## config.mk

```make
export PLATFORM = sky130hd
export DESIGN_NAME = sr_latch_driver
export DESIGN_NICKNAME = d
export VERILOG_FILES = /design/src/rtl/sr_driver_pkg.sv /design/src/rtl/sr_latch_driver_sync_2ff.sv /design/src/rtl/sr_latch_driver.sv
export SDC_FILE = /design/constraint.sdc
export NUM_CORES = 1
export LEC_CHECK = 0
export ABC_AREA = 0
export ABC_CLOCK_PERIOD_IN_PS = 2000
export CORE_AREA = 2 2 39 41
export CTS_BUF_LIST = sky130_fd_sc_hd__clkbuf_8
export DETAILED_ROUTE_END_ITERATION = 6
export DIE_AREA = 0 0 41 43
export GPL_TIMING_DRIVEN = 0
export PLACE_DENSITY = 0.7
export REMOVE_ABC_BUFFERS = 1
export SKIP_CTS_REPAIR_TIMING = 1
export SLEW_MARGIN = 0
export SYNTH_ARGS = -nofsm -noshare
export SYNTH_HDL_FRONTEND = slang
export SYNTH_SLANG_ARGS = --single-unit
```

## constraint.sdc

```tcl
create_clock -name clk -period 2 [get_ports clk]
set_input_delay 0.3 -clock clk [delete_from_list [all_inputs] [get_ports clk]]
set_output_delay 0.3 -clock clk [all_outputs]
set_load 0.05 [all_outputs]
```

## src/rtl/sr_driver_pkg.sv

```systemverilog
// sr_driver_pkg
//   Shared types and constants for the SR-latch driver: FSM state encoding,
//   strobe idle level, command encodings and a small max helper used to size
//   the shared phase counter.
//   Optional feature macro: SR_DRIVER_VERIFY_EN (readback states).
package sr_driver_pkg;

   typedef enum logic [2:0] {
      IDLE,
      PULSE,
      SETTLE,
      CHECK,
      GAP
   } state_t;

   localparam logic STROBE_IDLE = 1'b1;
   localparam logic CMD_CLEAR   = 1'b0;
   localparam logic CMD_SET     = 1'b1;

   function automatic int unsigned max3(input int unsigned a,
                                        input int unsigned b,
                                        input int unsigned c);
      int unsigned m;
      m = (a > b) ? a : b;
      return (m > c) ? m : c;
   endfunction

endpackage

```

## src/rtl/sr_latch_driver_sync_2ff.sv

```systemverilog
// sync_2ff
//   Two-flop synchronizer for one asynchronous bit; both flops reset to 0.
//   Only present in builds with SR_DRIVER_VERIFY_EN defined, since latch
//   readback is the only asynchronous input it serves.
// Ports:
//   clk   in  rising-edge clock
//   reset in  synchronous, active-high
//   d     in  asynchronous input
//   q     out synchronized output (2-cycle latency)
`ifdef SR_DRIVER_VERIFY_EN
module sync_2ff (
   input  logic clk,
   input  logic reset,
   input  logic d,
   output logic q
);

   logic r_meta;
   logic r_sync;

   always_ff @(posedge clk) begin
      if (reset) begin
         r_meta <= 1'b0;
         r_sync <= 1'b0;
      end else begin
         r_meta <= d;
         r_sync <= r_meta;
      end
   end

   assign q = r_sync;

endmodule
`endif

```

## src/rtl/sr_latch_driver.sv

```systemverilog
// sr_latch_driver
//   Clocked driver for an external active-low SR latch. A command accepted on
//   cmd_valid & cmd_ready produces one registered low pulse on set_n (cmd_set=1)
//   or rst_n (cmd_set=0), then a done pulse, then a short gap before the next
//   command can be accepted.
//   Optional feature macro: SR_DRIVER_VERIFY_EN. When defined, a settle phase
//   and a check phase read the latch outputs back through 2-flop synchronizers
//   and report err with done. When undefined, done follows the pulse directly
//   and err is always 0.
// Ports:
//   clk, reset          rising-edge clock, synchronous active-high reset
//   cmd_valid/cmd_ready command handshake (ready only in IDLE)
//   cmd_set             1 = set, 0 = clear; sampled on accept
//   set_n, rst_n        active-low strobes to the latch, never low together
//   q_in, qn_in         latch outputs, asynchronous to clk
//   busy                high in every state except IDLE
//   done                one-cycle completion pulse
//   err                 readback failure, valid only with done
module sr_latch_driver
   import sr_driver_pkg::*;
#(
   parameter int unsigned PULSE_CYCLES  = 4,
   parameter int unsigned SETTLE_CYCLES = 2,
   parameter int unsigned GAP_CYCLES    = 2
) (
   input  logic clk,
   input  logic reset,
   input  logic cmd_valid,
   output logic cmd_ready,
   input  logic cmd_set,
   output logic set_n,
   output logic rst_n,
   input  logic q_in,
   input  logic qn_in,
   output logic busy,
   output logic done,
   output logic err
);

   localparam int unsigned CNT_MAX = max3(PULSE_CYCLES, SETTLE_CYCLES, GAP_CYCLES);
   localparam int unsigned CNT_W   = $clog2(CNT_MAX + 1);

   // Counter is loaded with N-1 on entry so a phase lasts exactly N cycles.
   localparam logic [CNT_W-1:0] LD_PULSE  = CNT_W'(PULSE_CYCLES - 1);
   localparam logic [CNT_W-1:0] LD_GAP    = CNT_W'(GAP_CYCLES - 1);

   state_t           r_state;
   logic [CNT_W-1:0] r_cnt;
   logic             r_cmd;
   logic             r_ready;
   logic             r_set_n;
   logic             r_rst_n;
   logic             r_busy;
   logic             r_done;
   logic             r_err;

`ifdef SR_DRIVER_VERIFY_EN
   localparam logic [CNT_W-1:0] LD_SETTLE = CNT_W'(SETTLE_CYCLES - 1);

   logic w_q_s;
   logic w_qn_s;
   logic w_err;

   sync_2ff u_sync_q  (.clk(clk), .reset(reset), .d(q_in),  .q(w_q_s));
   sync_2ff u_sync_qn (.clk(clk), .reset(reset), .d(qn_in), .q(w_qn_s));

   // Forbidden state (q==qn) or latch not holding the commanded value.
   assign w_err = (w_q_s == w_qn_s) | (w_q_s != r_cmd);
`else
   logic w_unused_rb;
   assign w_unused_rb = q_in ^ qn_in;
`endif

   always_ff @(posedge clk) begin
      if (reset) begin
         r_state <= IDLE;
         r_cnt   <= '0;
         r_cmd   <= CMD_CLEAR;
         r_ready <= 1'b0;
         r_set_n <= STROBE_IDLE;
         r_rst_n <= STROBE_IDLE;
         r_busy  <= 1'b0;
         r_done  <= 1'b0;
         r_err   <= 1'b0;
      end else begin
         r_done <= 1'b0;
         r_err  <= 1'b0;
         case (r_state)
            IDLE: begin
               if (cmd_valid && r_ready) begin
                  r_state <= PULSE;
                  r_cmd   <= cmd_set;
                  r_cnt   <= LD_PULSE;
                  r_ready <= 1'b0;
                  r_busy  <= 1'b1;
                  // Exactly one strobe is driven low, selected by the command.
                  r_set_n <= (cmd_set == CMD_SET)   ? ~STROBE_IDLE : STROBE_IDLE;
                  r_rst_n <= (cmd_set == CMD_CLEAR) ? ~STROBE_IDLE : STROBE_IDLE;
               end else begin
                  r_ready <= 1'b1;
                  r_busy  <= 1'b0;
               end
            end
            PULSE: begin
               if (r_cnt == '0) begin
                  r_set_n <= STROBE_IDLE;
                  r_rst_n <= STROBE_IDLE;
`ifdef SR_DRIVER_VERIFY_EN
                  r_state <= SETTLE;
                  r_cnt   <= LD_SETTLE;
`else
                  r_state <= CHECK;
                  r_done  <= 1'b1;
`endif
               end else begin
                  r_cnt <= r_cnt - CNT_W'(1);
               end
            end
`ifdef SR_DRIVER_VERIFY_EN
            SETTLE: begin
               if (r_cnt == '0) begin
                  r_state <= CHECK;
                  r_done  <= 1'b1;
                  r_err   <= w_err;
               end else begin
                  r_cnt <= r_cnt - CNT_W'(1);
               end
            end
`endif
            CHECK: begin
               r_state <= GAP;
               r_cnt   <= LD_GAP;
            end
            GAP: begin
               if (r_cnt == '0) begin
                  r_state <= IDLE;
                  r_ready <= 1'b1;
                  r_busy  <= 1'b0;
               end else begin
                  r_cnt <= r_cnt - CNT_W'(1);
               end
            end
            default: begin
               r_state <= IDLE;
               r_set_n <= STROBE_IDLE;
               r_rst_n <= STROBE_IDLE;
               r_ready <= 1'b0;
               r_busy  <= 1'b0;
            end
         endcase
      end
   end

   assign cmd_ready = r_ready;
   assign set_n     = r_set_n;
   assign rst_n     = r_rst_n;
   assign busy      = r_busy;
   assign done      = r_done;
   assign err       = r_err;

endmodule
```

==> impl_results.md <==
- Startpoint type of the worst setup path: flop
- Final critical delay including setup and external delays: 1770 ps
- Cell family with the largest share of critical-path delay: buffers and inverters
- Endpoint arrival time on the critical path: 1470 ps
- Type of element capturing the critical path: output pin
- Required time reported for the critical path endpoint: 1700 ps
- Vias in the first global route: 422
- Count of endpoints failing hold in the final timing report: 0
- Slowest-stage cell, CP: sky130_fd_sc_hd__clkdlybuf4s50_1
- Max Freq: 0.565 GHz
- Hold slack final: 469 ps
- Ratio of total power to cell area: 927 mW/mm²
- Status: finished, final reports clean
- # rows: 14
- Detailed-route via count: 455
- Starting density of the core: 0.418
- Insertion delay to the later sink of the worst-skew pair: 240 ps
- Antenna Diode Count: 0
- Highest-count cells in the layout ignoring fill and taps: sky130_fd_sc_hd__dfxtp_1 (11), sky130_fd_sc_hd__clkdlybuf4s50_1 (8), sky130_fd_sc_hd__a21oi_1 (5), sky130_fd_sc_hd__nor3_1 (5)
- DRC: 0
- Leading cell type in the layout, fill and taps excluded: sky130_fd_sc_hd__dfxtp_1
- Actual transition at the worst max-transition pin: 496 ps
- Class of the most critical setup path: reg -> out
- Static power due to leakage: 0.264 nW
- RSZ-0062 raised after global routing: false
- Slew margin rel.: 0.669
- Max-slew violation count: 0
- Post-Synthesis Mean Instance Area: 8.89 µm²
- RePlAce Congestion: 0.844
- Yosys warns: 0
- Die Height: 43 µm
- Chip Width: 41 µm
- Number of unique standard cell types used by synthesis: 29
- H-tree depth: 1
- Antenna violation net count after detailed routing: 0
- Pin count of the biggest net entering global routing: 14
- Number of clock sinks: 11
- Die area: 0.00176 mm²
- Seq cells post-synth: 11
- Total GRT Usage: 0.150
- Total of fill cells in the finished design: 135
- Clock transition time at the flip-flop clock pins of the worst setup and hold paths: 50 ps
- Antenna violations before repair: 0
- Worst path cell trace: clkdlybuf4s50_1
- Setup-failing EPs final: 0
- Part of the cycle the worst path needs: 0.886
- WL per Instance: 11.6 µm
- Share of final-layout standard cells stronger than drive strength 1: 0.0972
- Worst IR Drop VDD: 0.000576 V
- First-pass GRT wire length: 1.79 mm
- Critical path's largest stage delay: 830 ps
- Clock tree from TritonCTS: built
- Overflow left after global routing: 0
- Max cap viols: 0
- Final Routed Wirelength: 1.02 mm
- Post-synthesis sequential area ratio: 0.381
- Number of buffer and inverter instances along the worst setup path: 1
- DP Wirelength: 733 µm
- Area growth syn-to-layout: 19.0%
- Net total in the final layout: 81
- Cells after synthesis: 65
- Inserted Clock Buffers: 3
- Critical path peak fanout: 6
- Netlist area before placement: 578 µm²
- Number of port buffers: 8
- Setup_tns: 0 ps
- IO Pins: 12
- Maximum clock path buffer count: 2
- Core ar.: 0.00138 mm²
- Detail-routed via count per cell: 5.17
- Root buffer cell: sky130_fd_sc_hd__clkbuf_8
- Clock skew after layout: 5.63 ps
- Number of violations reported at the end of detailed-routing iteration 0: 9
- Worst min-delay path category: reg -> reg
- Pre-antenna DRT Iters: 4
[area by class of cell]
cell class | count | area [µm²] | share of cell area
timing repair buffer | 8 | 80.1 | 0.116
sequential | 11 | 220 | 0.320
inverter | 3 | 11.3 | 0.0164
clock inverter | 1 | 3.75 | 0.00545
multi-input combinational | 46 | 312 | 0.453
tap | 16 | 20.0 | 0.0291
clock buffer | 3 | 41.3 | 0.0600
[power by group]
part / internal (W) / switching, W / leakage, nW
Clock: 0.000134 / 0.0000793 / 0.0269
Combinational: 0.0000654 / 0.0000991 / 0.147
Sequential: 0.000239 / 0.0000208 / 0.0901
Total: 0.000439 / 0.000199 / 0.264
[registers in the layout (all words and copies together), names as in the netlist]
register   count
r_state        3
r_cnt          3
cmd_ready      1
done           1
busy           1
set_n          1
rst_n          1
[metrics by stage]
step / instance area (µm²) / util / cells / total power [W] / setup WS [ps]
finish: 688 / 0.497 / 88 / 0.000638 / 229
detailed placement: 643 / 0.465 / 84 / 0.000427 / 386
floorplan: 543 / - / 60 / 0.000381 / 513
global placement: 643 / 0.465 / 84 / 0.000423 / 400
CTS: 688 / 0.497 / 88 / 0.000644 / 219
global route: 688 / 0.497 / 88 / 0.000678 / 166
[worst paths after layout]
check	start	depth (start not counted)	to	slack, ps
worst max-delay path	cmd_ready	1	cmd_ready	230
worst max register to register	r_cnt[0]	7	r_cnt[0]	380
worst min register to register	r_cnt[2]	2	r_cnt[2]	470
worst min-delay path	r_cnt[2]	2	r_cnt[2]	470
[cell usage after synthesis (all sizes together)]
| cell type | number | share of area |
|---|---|---|
| inv | 3 | 0.019 |
| a211oi | 3 | 0.039 |
| nand2b | 4 | 0.043 |
| conb | 1 | 0.0065 |
| mux2i | 2 | 0.035 |
| nand3b | 1 | 0.013 |
| a22o | 1 | 0.015 |
| nor4 | 3 | 0.032 |
| clkbuf | 1 | 0.0065 |
| a21oi | 5 | 0.043 |
| nor4b | 1 | 0.041 |
| dfxtp | 11 | 0.38 |
| buf | 4 | 0.054 |
| nand3 | 2 | 0.017 |
| nor2 | 2 | 0.013 |
| a22oi | 1 | 0.013 |
| ha | 2 | 0.043 |
| nor2b | 1 | 0.015 |
| o21ai | 3 | 0.026 |
| o21bai | 1 | 0.013 |
| o31ai | 1 | 0.013 |
| a21o | 1 | 0.015 |
| xnor2 | 1 | 0.015 |
| nor3 | 6 | 0.061 |
| nand2 | 4 | 0.026 |
[cell families after synthesis]
family,synth area share
simple gates,0.262
compound gates,0.177
flops,0.381
buf+inv,0.0801
fa+ha+maj,0.0433
mux,0.0346
other cells,0.00649
xor+xnor,0.0152
[per-layer routing]
metal  wire [µm]  vias to the layer above  GRT usage
li1            -                      243          -
met1         537                      204      0.210
met2         439                        8      0.197
met3          46                        0     0.0942
met4           0                        0     0.0200
met5           0                        -          0
Note: power is estimated with default switching activity, not from simulation.
